File: src/rtl/mult_accum_pkg.sv
// mult_accum_pkg: shared definitions for the product accumulator stage.
//   - state_e  : FSM state encoding (IDLE / ACCUM / HOLD)
//   - acc_wid(): guard-bit accumulator width derivation, so neighbouring
//                stages can size their buses the same way.
package mult_accum_pkg;

  localparam int DATA_WID_DEF = 16;
  localparam int LEN_B_DEF    = 8;

  typedef enum logic [1:0] {
    IDLE  = 2'd0,
    ACCUM = 2'd1,
    HOLD  = 2'd2
  } state_e;

  // 2^len_b terms of magnitude at most 2^(data_wid-1) fit without wrapping.
  function automatic int acc_wid(input int data_wid, input int len_b);
    return data_wid + len_b;
  endfunction

endpackage

File: src/rtl/sat_narrow.sv
// sat_narrow: combinational saturating narrower, IN_WID -> OUT_WID (signed).
//   din_i  : signed wide value
//   dout_o : value clipped to [-2^(OUT_WID-1), 2^(OUT_WID-1)-1]
//   clip_o : 1 when din_i was outside the output range
// Requires IN_WID > OUT_WID.
module sat_narrow #(
  parameter int IN_WID  = 24,
  parameter int OUT_WID = 16
) (
  input  logic [IN_WID-1:0]  din_i,
  output logic [OUT_WID-1:0] dout_o,
  output logic               clip_o
);

  // Value fits iff the bits from the output sign bit upward are all equal.
  logic [IN_WID-OUT_WID:0] hi;

  always_comb begin
    hi     = din_i[IN_WID-1:OUT_WID-1];
    dout_o = din_i[OUT_WID-1:0];
    clip_o = 1'b0;
    if ((hi != '0) && (hi != '1)) begin
      clip_o = 1'b1;
      dout_o = din_i[IN_WID-1] ? {1'b1, {(OUT_WID-1){1'b0}}}
                               : {1'b0, {(OUT_WID-1){1'b1}}};
    end
  end

endmodule

File: src/rtl/mult_accum.sv
// mult_accum: accumulates len_m1+1 signed products (one per in_valid cycle)
// into a guard-bit accumulator, then presents one saturated DATA_WID-bit
// result on a valid/ready handshake.
//   clk, reset      : clock, synchronous active-high reset
//   start, len_m1   : begin accumulation of len_m1+1 terms (sampled in IDLE)
//   in_valid,in_data: product stream (signed)
//   out_valid,out_ready,out_data,out_sat : result handshake, clip flag
//   busy            : state is not IDLE
module mult_accum
  import mult_accum_pkg::*;
#(
  parameter int DATA_WID = DATA_WID_DEF,
  parameter int LEN_B    = LEN_B_DEF
) (
  input  logic                clk,
  input  logic                reset,
  input  logic                start,
  input  logic [LEN_B-1:0]    len_m1,
  input  logic                in_valid,
  input  logic [DATA_WID-1:0] in_data,
  output logic                out_valid,
  input  logic                out_ready,
  output logic [DATA_WID-1:0] out_data,
  output logic                out_sat,
  output logic                busy
);

  localparam int ACC_WID = acc_wid(DATA_WID, LEN_B);

  state_e              state_q;
  logic [ACC_WID-1:0]  acc_q, acc_d;
  logic [LEN_B-1:0]    cnt_q, len_q;
  logic [DATA_WID-1:0] out_data_q, sat_d;
  logic                out_sat_q, out_valid_q, busy_q, clip_d;

  // Running sum including the current term; the last term's result is
  // saturated directly from this so it lands one cycle after that term.
  always_comb begin
    acc_d = acc_q + {{LEN_B{in_data[DATA_WID-1]}}, in_data};
  end

  sat_narrow #(
    .IN_WID  (ACC_WID),
    .OUT_WID (DATA_WID)
  ) u_sat (
    .din_i  (acc_d),
    .dout_o (sat_d),
    .clip_o (clip_d)
  );

  always_ff @(posedge clk) begin
    if (reset) begin
      state_q     <= IDLE;
      acc_q       <= '0;
      cnt_q       <= '0;
      len_q       <= '0;
      out_data_q  <= '0;
      out_sat_q   <= 1'b0;
      out_valid_q <= 1'b0;
      busy_q      <= 1'b0;
    end else begin
      case (state_q)
        IDLE: begin
          if (start) begin
            len_q   <= len_m1;
            acc_q   <= '0;
            cnt_q   <= '0;
            busy_q  <= 1'b1;
            state_q <= ACCUM;
          end
        end
        ACCUM: begin
          if (in_valid) begin
            acc_q <= acc_d;
            cnt_q <= cnt_q + 1'b1;
            if (cnt_q == len_q) begin
              out_data_q  <= sat_d;
              out_sat_q   <= clip_d;
              out_valid_q <= 1'b1;
              state_q     <= HOLD;
            end
          end
        end
        HOLD: begin
          if (out_ready) begin
            out_valid_q <= 1'b0;
            busy_q      <= 1'b0;
            state_q     <= IDLE;
          end
        end
        default: begin
          out_valid_q <= 1'b0;
          busy_q      <= 1'b0;
          state_q     <= IDLE;
        end
      endcase
    end
  end

  assign out_valid = out_valid_q;
  assign out_data  = out_data_q;
  assign out_sat   = out_sat_q;
  assign busy      = busy_q;

endmodule

File: config.mk
export PLATFORM = sky130hd
export DESIGN_NAME = mult_accum
export DESIGN_NICKNAME = d
export VERILOG_FILES = /design/src/rtl/mult_accum_pkg.sv /design/src/rtl/sat_narrow.sv /design/src/rtl/mult_accum.sv
export SDC_FILE = /design/constraint.sdc
export NUM_CORES = 1
export LEC_CHECK = 0
export CAP_MARGIN = 5
export CORE_MARGIN = 3
export CORE_UTILIZATION = 60
export DETAILED_ROUTE_END_ITERATION = 16
export DONT_BUFFER_PORTS = 1
export PLACE_DENSITY = 0.78
export SYNTH_ARGS = -nofsm -noshare
export SYNTH_HDL_FRONTEND = slang
export SYNTH_SLANG_ARGS = --single-unit
File: constraint.sdc
create_clock -name clk -period 4.88 [get_ports clk]
set_input_delay 0.976 -clock clk [delete_from_list [all_inputs] [get_ports clk]]
set_output_delay 0.976 -clock clk [all_outputs]
set_load 0.03 [all_outputs]
; Word level (Yosys, flattened, before mapping)
; Index checks and enable logic that the tools add are counted.
[word_totals]
regBits = 61
latchBits = 0
mem_bits_rw = 0
mem_bits_ro = 0
inputBits = 29
output_inout_bits = 19
wordCells = 50
n_memories = 0
[op_classes]
addsub = 2
mul = 0
n_div = 0
n_lt_le_gt_ge = 0
n_eq_ne = 8
shift = 0
n_mux = 20
bitwise = 2
n_reduce_logical = 10
[op_table]
columns = cell, n
row1 = 2-to-1 mux 24 bit, 2
row2 = one-hot mux 24 bit (2 select lines), 1
row3 = 2-to-1 mux 16 bit, 2
row4 = adder 24 bit, 1
row5 = 2-to-1 mux 8 bit, 2
row6 = one-hot mux 8 bit (2 select lines), 1
row7 = "!= test 9 bit, second input constant", 1
row8 = AND reduction 3 bit, 3
row9 = nonzero test 9 bit, 1
row10 = "adder 8 x 1 -> 8 bit, second input constant", 1
row11 = == test 8 bit, 1
row12 = 2-to-1 mux 2 bit, 4
row13 = "!= test 2 bit, second input constant", 4
row14 = AND reduction 4 bit, 2
row15 = one-hot mux 1 bit (3 select lines), 2
row16 = one-hot mux 2 bit (3 select lines), 1
row17 = 2-to-1 mux 1 bit, 5
row18 = "== test 2 x 1 -> 1 bit, second input constant", 1
row19 = "== test 2 bit, second input constant", 1
row20 = logical NOT 2 bit, 1
row21 = NOT 1 bit, 2
row22 = AND reduction 2 bit, 1
row23 = nonzero test 2 bit, 1
row24 = logical AND 1 bit, 1

; Depth between registers and ports, before layout
; Gate-level depths: netlist of the first run.
[logic_depth]
word_depth = 4
ltp_mapped = 11
ltp_nobuf = 11

; Cells and area by module
; Synthesis of the first run repeated with hierarchy kept, for this count alone.
[hier_totals]
cells_unflattened = 453
hier_area_um2 = 3953.8
[by_module_without_submodules]
columns = module, instances, cells_per_inst, area_each_um2, seq_area_each_um2
row1 = mult_accum, 1, 408, 3653.5, 1221.2
row2 = sat_narrow, 1, 45, 300.3, 0.0

; Least setup slack after synthesis of the first run
; Ideal clock, no wire load.
[synth_timing]
path_type = input -> register
from = input in_data[0]
to = register out_data_q[2], in the netlist out_data[2]
arrival_time_ns = 3.604
t_required_ns = 4.799
path_slack_ns = 1.196
path_stages = 11
n_path_buf = 0
cell_sequence = ha_1 -> fa_1 -> a21o_1 -> a31o_1 -> a41oi_4 -> nor2_2 -> a311oi_2 -> nand4_2 -> o31ai_4 -> nand2_1 -> a211oi_2
[synth_via]
elab_chain_len = 4
word_cells_on_any_way = 6
[synth_lines]
columns = item, line
row1 = "start, declared", mult_accum.sv:20  ; input logic [DATA_WID-1:0] in_data,
row2 = adder 24 bit *, mult_accum.sv:39  ; acc_d = acc_q + {{LEN_B{in_data[DATA_WID-1]}}, in_data};
row3 = != test 9 bit or nonzero test 9 bit (tied branches), sat_narrow.sv:22  ; if ((hi != '0) && (hi != '1)) begin
row4 = logical AND 1 bit, sat_narrow.sv:22
row5 = 2-to-1 mux 16 bit *, sat_narrow.sv:22
row6 = "end signal, assigned", mult_accum.sv:77  ; out_data_q <= sat_d;
row7 = "end, declared", mult_accum.sv:33  ; logic [DATA_WID-1:0] out_data_q, sat_d;
; Every way passes the cells marked *; elsewhere a longest branch is shown, timed or not.
; A chain may end at the register's enable or synchronous reset.

; Final worst setup path of the first run
[layout_timing]
from = input in_data[0]
to = register out_data_q[9], in the netlist out_data[9]
; The elaborated chain is that of the path after synthesis.

==> flow_metrics.tcl, run 1 <==
set metrics [dict create \
    status "completed" \
    grt_pass1_vias 3147 \
    drv_slew 0 \
    setup.worst_path.class "input port to flop" \
    grt.busiest_layer "met2" \
    drt_iter0_markers 271 \
    finalNonFillerCells 524 \
    clk_pin_slew_worst_paths_ps 60 \
    dp_hpwl_mm 6.815 \
    skew_ps 8.229 \
    met3_usage 0.08145 \
    synth_area_per_cell_um2 8.309 \
    clock_latency_ps 340 \
    dp_cells 509 \
    antenna_cells 0 \
    finalCritPeriodShare 0.7831 \
    dr_total_vias 3290 \
    drive_above_1_share 0.1002 \
    crit_required_ps 5130 \
    cts_buffer_depth 2 \
    syn_nets 502 \
    tns_ps 0 \
    start_util 0.6250 \
    first_pass_iters 5 \
    irDropWorstVdd_mv 0.2114 \
    cts_tree "yes" \
    synth-seq-cells 61 \
    hold_class "flop to flop" \
    synth_flop_cell "dfxtp_1" \
    portBuffers 0 \
    viasPerCell 6.279 \
    synth_cells 448 \
    core_area_um2 5956 \
    overflow 0 \
    cp-start-kind "input port" \
    synth_edf_count 0 \
    routed_wl_mm 9.178 \
    synth_warnings 0 \
    grt_pass1_wl_mm 15.26 \
    row_count 28 \
    cts_htree_levels 3 \
    ctsResizeCount 0 \
    antenna_found_initial 0 \
    dieArea_um2 7185 \
    ys_async_sr_fraction 0 \
    met1_usage 0.3484 \
    cts_setup_buffers 0 \
    met2_usage 0.4036 \
    die_w_um 84.77 \
    rsz0062_at_grt "false" \
    fmax_mhz 261.7 \
    numCtsBuffers 9 \
    area_growth_syn_to_layout_pct 8.168 \
    worst_slew_pin_slew_ps 697.0 \
    clkSinkCount 61 \
    ant_nets 0 \
    nets 499 \
    routabilityCongestion 0.8999 \
    die_y_um 84.77 \
    cp_slowest_cell "o31ai_4" \
    synth.distinct_cells 56 \
    hold_buffers 0 \
    grt_usage 0.2613 \
    ios 48 \
    p_leak_nw 1.560 \
    worstSetupEndpointType "flop" \
    layout_min_cycle_time_ps 3822 \
    final_cell_mix "62 x nand2_1, 62 x nor2_1, 61 x dfxtp_1, 36 x a21oi_1, 30 x a22oi_1" \
    synth_area_um2 3722 \
    wl_per_cell_um 17.52 \
    fin_util 0.6761 \
    arrival_ps 4070 \
    grt_start_max_net_pins 54 \
    maxCapViolations 0 \
    setup_viol 0 \
    max_slew_margin 0.5332 \
    drc 0 \
    cpPeakStageDelay_ps 530 \
    worstPathCellList "ha_1 -> fa_1 -> a21o_1 -> a31o_1 -> a41oi_4 -> nor2_2 -> a311oi_2 -> nand4_2 -> o31ai_4 -> nand2_1 -> a211oi_2" \
    clockRootBuffer "clkbuf_8" \
    powerDensity_nw_per_um2 340.3 \
    cp_max_fo 10 \
    ys_seq_area_frac 0.3281 \
    hold_viol 0 \
]
power by group:
group	internal (W)	total (W)	leakage, nW	switching, W
registers	0.000522	0.000556	0.496	0.0000338
clock network	0.000364	0.000556	0.125	0.000192
logic	0.0000937	0.000259	0.939	0.000165
metrics by stage:
stage / power [W] / setup slack [ps] / hold WS (ps) / area, um2
final: 0.001370 / 1058 / 467.7 / 4026
after global routing: 0.001430 / 768.9 / 493.0 / 4026
after CTS: 0.001377 / 1069 / 466.9 / 4026
after detailed placement: 0.0008230 / 729.7 / 457.4 / 3780
after global placement: 0.0008157 / 844.4 / 450.3 / 3780
after floorplan: 0.0007706 / 1196 / 448.8 / 3722
critical path: cells and delay by family:
family	cells	cell delay [ps]
adders and majority gates	2	640
AOI/OAI and AO/OA	6	2020
and+or+nand+nor	3	430
metal layers:
layer	routed length [um]	vias up
li1	-	1625
met1	4162	1528
met2	4144	121
met3	694	16
met4	177	0
met5	0	-
synthesized netlist by cell type (all sizes together) (3+ instances only):
cell	number	area [um2]
xnor2	19	181.4
a211oi	16	170.2
nand3	8	40.04
inv	8	30.03
o211ai	8	65.06
dfxtp	61	1221
a31oi	4	40.04
a21oi	37	188.9
nand4	10	68.81
nand2	62	232.7
clkbuf	16	60.06
o21bai	4	30.03
a22oi	30	225.2
xor2	14	122.6
a21o	3	23.77
ha	24	300.3
nor3	6	41.29
nand2b	3	18.77
and3	5	31.28
nor2	63	239.0
o31ai	3	41.29
o21ai	16	80.07
registers in the layout (all words and copies together) (netlist names):
signal	cells
acc_q	24
out_data	16
cnt_q	8
len_q	8
state_q	2
busy	1
out_sat	1
out_valid	1
worst paths after layout:
kind / startpoint / endpoint / slack (ps) / depth (start not counted)
min: len_q[5]$_SDFFE_PP0P_ / len_q[5]$_SDFFE_PP0P_ / 470 / 2
max: in_data[0] / out_data[9]$_SDFFE_PP0P_ / 1060 / 11
max reg2reg: acc_q[0]$_SDFFE_PP0P_ / out_data[9]$_SDFFE_PP0P_ / 1390 / 11
min reg2reg: len_q[5]$_SDFFE_PP0P_ / len_q[5]$_SDFFE_PP0P_ / 470 / 2
cell type report:
class                   instances  area (um2)
multi-input cells             362        2412
inverters                       8       30.03
fillers                       507        1929
well taps                      75       93.84
clock inverters                 4       95.09
clock buffers                  11       151.4
repair buffers                  3       22.52
flip-flops and latches         61        1221
cell families (layout without fill, tap and decap cells):
family | after synthesis | count (layout) | synth area share
xor+xnor | 33 | 33 | 0.08168
buf+inv | 25 | 26 | 0.02555
mux | 1 | 1 | 0.002689
compound gates | 135 | 135 | 0.2743
simple gates | 168 | 168 | 0.2017
flops | 61 | 61 | 0.3281
fa+ha+maj | 25 | 25 | 0.08605
(Power assumes the default switching activity.)
==> inputs of run 2 (changes only) <==
==> constraint.sdc (replaced) <==
create_clock -name clk -period 4 [get_ports clk]
set_input_delay 0.8 -clock clk [delete_from_list [all_inputs] [get_ports clk]]
set_output_delay 0.8 -clock clk [all_outputs]
set_load 0.03 [all_outputs]
==> flow_metrics.tcl, run 2 (same netlist as run 1, synthesis figures left out) <==
set metrics [dict create \
    status "completed" \
    drv_slew 0 \
    n_fill_cell 507 \
    dp_cells 513 \
    tns_ps 0 \
    p_leak_nw 1.546 \
    ctsResizeCount 0 \
    hold_viol 0 \
    wl_per_cell_um 17.41 \
    skew_ps 7.412 \
    rsz0062_at_grt "false" \
    crit_end "out_data[3]$_SDFFE_PP0P_" \
    finalCritPeriodShare 0.9001 \
    ant_nets 0 \
    antenna_found_initial 0 \
    irDropWorstVdd_mv 0.3407 \
    core_area_um2 5956 \
    crit_start "in_data[0]" \
    cts_htree_levels 3 \
    finalNonFillerCells 529 \
    start_util 0.6250 \
    layout_min_cycle_time_ps 3601 \
    die_w_um 84.77 \
    routabilityCongestion 0.9455 \
    regArea_um2 1221 \
    cts_setup_buffers 0 \
    dieArea_um2 7185 \
    setup.worst_path.class "input port to flop" \
    r2r_start "acc_q[0]$_SDFFE_PP0P_" \
    grt_usage 0.2639 \
    arrival_ps 3860 \
    drt_iter0_markers 177 \
    powerDensity_nw_per_um2 384.6 \
    grt_pass1_vias 3078 \
    r2r_cells 11 \
    r2r_end "out_data[3]$_SDFFE_PP0P_" \
    overflow 0 \
    nets 503 \
    worstSetupEndpointType "flop" \
    grt_pass1_wl_mm 15.30 \
    dp_hpwl_mm 6.760 \
    clockRootBuffer "clkbuf_8" \
    clk_pin_slew_worst_paths_ps 70 \
    dr_total_vias 3326 \
    largest_register_ff_count 24 \
    fin_util 0.6718 \
    cts_tree "yes" \
    antenna_cells 0 \
    final_cell_mix "62 x nand2_1, 62 x nor2_1, 61 x dfxtp_1, 36 x a21oi_1, 30 x a22oi_1" \
    cp_max_fo 10 \
    routed_wl_mm 9.212 \
    portBuffers 0 \
    top_register "acc_q" \
    worst_slew_pin_slew_ps 604.6 \
    grt_start_max_net_pins 54 \
    area_growth_syn_to_layout_pct 7.496 \
    maxCapViolations 0 \
    hold_class "flop to flop" \
    drive_above_1_share 0.1079 \
    die_y_um 84.77 \
    cts_buffer_depth 2 \
    clkSinkCount 61 \
    drc 0 \
    multiInputGateArea_um2 2412 \
    viasPerCell 6.287 \
    cp-start-kind "input port" \
    setup_viol 0 \
    numCtsBuffers 9 \
    fmax_mhz 277.7 \
    max_slew_margin 0.5955 \
    crit_required_ps 4260 \
    hold_buffers 0 \
    clock_latency_ps 340 \
    first_pass_iters 5 \
    r2r_slack_ps 540 \
    row_count 28 \
    ios 48 \
]
-- run 2: cell types whose count changed in the layout (fill, tap and decap cells not counted), sizes merged --
cell	delta
clkinvlp	+2
clkbuf	-1
clkinv	+2
bufinv	-2
buf	+4
-- run 2: worst min-delay path by stage --
| stage | startpoint | to | slack (ps) | depth (start not counted) |
|---|---|---|---|---|
| final | len_q[3]$_SDFFE_PP0P_ | len_q[3]$_SDFFE_PP0P_ | 470 | 2 |
| after global routing | len_q[0]$_SDFFE_PP0P_ | len_q[0]$_SDFFE_PP0P_ | 490 | 2 |
| after CTS | len_q[3]$_SDFFE_PP0P_ | len_q[3]$_SDFFE_PP0P_ | 470 | 2 |
| after detailed placement | len_q[3]$_SDFFE_PP0P_ | len_q[3]$_SDFFE_PP0P_ | 460 | 2 |
| after global placement | len_q[7]$_SDFFE_PP0P_ | len_q[7]$_SDFFE_PP0P_ | 450 | 2 |
| after floorplan | len_q[0]$_SDFFE_PP0P_ | len_q[0]$_SDFFE_PP0P_ | 450 | 2 |
-- run 2: report_power, final --
| part | internal (W) | switching, W | leakage [nW] | total (W) |
|---|---|---|---|---|
| Clock | 0.000286 | 0.000253 | 0.0923 | 0.000540 |
| Combinational | 0.000118 | 0.000204 | 0.958 | 0.000322 |
| Sequential | 0.000636 | 0.0000408 | 0.496 | 0.000677 |
-- run 2: critical path, stage by stage --
cell	delay, ps
ha_1	220
fa_1	410
a21o_1	220
a31o_1	300
a41oi_4	280
nor2_2	70
a311oi_2	410
nand4_2	200
o31ai_4	530
nand2_1	150
a211oi_2	250
-- run 2: final cells by class --
type | instances | area share
inverters | 8 | 0.007505
repair buffers | 7 | 0.01313
clock buffers | 10 | 0.03189
clock inverters | 6 | 0.01595
well taps | 75 | 0.02345
flip-flops and latches | 61 | 0.3052
multi-input cells | 362 | 0.6029
-- run 2: routing by layer --
layer  GRT usage  part of all wire  vias to the layer above  routed length, um
met3     0.06968             0.065                       14                600
met1      0.3548              0.45                     1574               4178
met5           0                 0                        -                  0
li1            -                 -                     1637                  -
met2      0.4078              0.46                      101               4262
met4     0.09640             0.018                        0                170
-- run 2: stage by stage --
stage / instance area, um2 / setup WS (ps) / total power [W] / hold slack (ps)
after floorplan: 3722 / 491.5 / 0.0009401 / 448.8
final: 4001 / 399.4 / 0.001539 / 466.5
after detailed placement: 3810 / 127.6 / 0.001007 / 458.7
after global placement: 3810 / 264.2 / 0.0009973 / 451.0
after global routing: 4001 / 221.2 / 0.001614 / 492.9
after CTS: 4001 / 469.0 / 0.001543 / 468.9
==> inputs of run 3 (changes only) <==
--- a/config.mk
+++ b/config.mk
@@ -7,10 +7,10 @@
 export LEC_CHECK = 0
 export CAP_MARGIN = 5
 export CORE_MARGIN = 3
-export CORE_UTILIZATION = 60
+export CORE_UTILIZATION = 39
 export DETAILED_ROUTE_END_ITERATION = 16
 export DONT_BUFFER_PORTS = 1
-export PLACE_DENSITY = 0.78
+export PLACE_DENSITY = 0.55
 export SYNTH_ARGS = -nofsm -noshare
 export SYNTH_HDL_FRONTEND = slang
 export SYNTH_SLANG_ARGS = --single-unit
==> flow_metrics.tcl, run 3 (same netlist as run 1, synthesis figures left out) <==
set metrics [dict create \
    hold_viol 0 \
    crit_required_ps 4270 \
    die_w_um 103.7 \
    grt_pass1_wl_mm 16.24 \
    multiInputGateArea_um2 2417 \
    layout_min_cycle_time_ps 3334 \
    max_slew_margin 0.6165 \
    hold_class "flop to flop" \
    antenna_found_initial 0 \
    p_leak_nw 1.575 \
    hold_start "len_q[5]$_SDFFE_PP0P_" \
    cp-start-kind "input port" \
    viasPerCell 5.609 \
    cp_max_fo 10 \
    clkSinkCount 61 \
    cts_buffer_depth 2 \
    nets 505 \
    portBuffers 0 \
    area_growth_syn_to_layout_pct 10.79 \
    grt_pass1_vias 3173 \
    dr_total_vias 3281 \
    wl_per_cell_um 16.46 \
    r2r_start "acc_q[0]$_SDFFE_PP0P_" \
    drc 0 \
    cts_setup_buffers 0 \
    cp_top_family "compound AO/OA/AOI/OAI gates" \
    routed_wl_mm 9.629 \
    tns_ps 0 \
    start_util 0.4028 \
    finalCritPeriodShare 0.8335 \
    overflow 0 \
    status "completed" \
    ant_nets 0 \
    fmax_mhz 300.0 \
    cpPeakStageDelay_ps 420 \
    final_cell_mix "62 x nand2_1, 61 x dfxtp_1, 60 x nor2_1, 36 x a21oi_1, 30 x a22oi_1" \
    cts_htree_levels 3 \
    layout_commonest_cell "nand2_1" \
    grt_usage 0.1835 \
    first_pass_iters 5 \
    dp_cells 569 \
    hold_buffers 0 \
    cp_slowest_cell "fa_1" \
    path_buf_inv 1 \
    cts_tree "yes" \
    worstSetupEndpointType "flop" \
    setup.worst_path.class "input port to flop" \
    drv_slew 0 \
    ctsResizeCount 0 \
    rsz0062_at_grt "false" \
    irDropWorstVdd_mv 0.1997 \
    drive_above_1_share 0.1162 \
    dp_hpwl_mm 7.203 \
    finalNonFillerCells 585 \
    clockRootBuffer "clkbuf_8" \
    n_fill_cell 940 \
    dieArea_um2 10750 \
    largest_register_ff_count 24 \
    crit_start "in_data[0]" \
    top_register "acc_q" \
    numCtsBuffers 9 \
    worstPathCellList "ha_1 -> fa_1 -> a21o_1 -> a31o_1 -> a41oi_4 -> nor2_2 -> a311oi_2 -> nand4_2 -> o31ai_4 -> buf_12 -> nand2_1 -> a211oi_2" \
    routabilityCongestion 0.9411 \
    die_y_um 103.7 \
    skew_ps 9.872 \
    setup_viol 0 \
    arrival_ps 3600 \
    worst_slew_pin_slew_ps 573.2 \
    maxCapViolations 0 \
    drt_iter0_markers 216 \
    clk_pin_slew_worst_paths_ps 70 \
    powerDensity_nw_per_um2 393.0 \
    row_count 35 \
    grt_start_max_net_pins 54 \
    core_area_um2 9240 \
    regArea_um2 1221 \
    clock_latency_ps 350 \
    antenna_cells 0 \
    ios 48 \
]
run 3: changes by cell type in the layout (fill, tap and decap cells not counted), sizes merged:
| cell | previous run | this run |
|---|---|---|
| buf | 7 | 9 |
| bufinv | 1 | 2 |
| clkinv | 3 | 2 |
| clkinvlp | 2 | 1 |
| inv | 8 | 9 |
run 3: worst paths after layout:
check | to | slack (ps) | cells after the start
worst min register to register | len_q[5]$_SDFFE_PP0P_ | 470 | 2
worst max-delay path | out_data[9]$_SDFFE_PP0P_ | 670 | 12
worst min-delay path | len_q[5]$_SDFFE_PP0P_ | 470 | 2
worst max register to register | out_data[9]$_SDFFE_PP0P_ | 800 | 12
run 3: area by class of cell:
class / count / area share
Clock buffer: 10 / 0.03095
Clock inverter: 6 / 0.02093
Inverter: 8 / 0.007282
Multi-Input combinational cell: 362 / 0.5862
Sequential cell: 61 / 0.2961
Tap cell: 129 / 0.03914
Timing Repair Buffer: 9 / 0.01942
run 3: report_power, final:
| part | switching, W | internal, W | total (W) | leakage, nW |
|---|---|---|---|---|
| sequential | 0.0000414 | 0.000636 | 0.000678 | 0.496 |
| clock | 0.000264 | 0.000351 | 0.000615 | 0.107 |
| combinational | 0.000203 | 0.000125 | 0.000328 | 0.972 |
| total | 0.000509 | 0.00111 | 0.00162 | 1.57 |
run 3: routing by layer:
layer / vias to the layer above / global-route usage / wire, um
met5: - / 0 / 0
met4: 0 / 0.05128 / 155
met3: 14 / 0.05545 / 520
met2: 67 / 0.3005 / 4419
met1: 1559 / 0.2348 / 4533
li1: 1641 / - / -
run 3: per-stage QoR:
step / hold WS (ps) / total power (W) / util / worst slack, ps / cell area, um2
after floorplan: 448.8 / 0.0009401 / - / 491.5 / 3722
after global placement: 454.6 / 0.001015 / 0.4232 / 342.5 / 3910
after detailed placement: 460.2 / 0.001019 / 0.4232 / 296.6 / 3910
after CTS: 470.6 / 0.001638 / 0.4463 / 649.4 / 4124
after global routing: 486.0 / 0.001702 / 0.4463 / 400.6 / 4124
final: 467.0 / 0.001621 / 0.4463 / 666.2 / 4124
run 3: tightest hold or removal path, stage by stage, from the launching register on:
cell     delay (ps)
dfxtp_1         320
nand2_1          50
a21oi_1          60
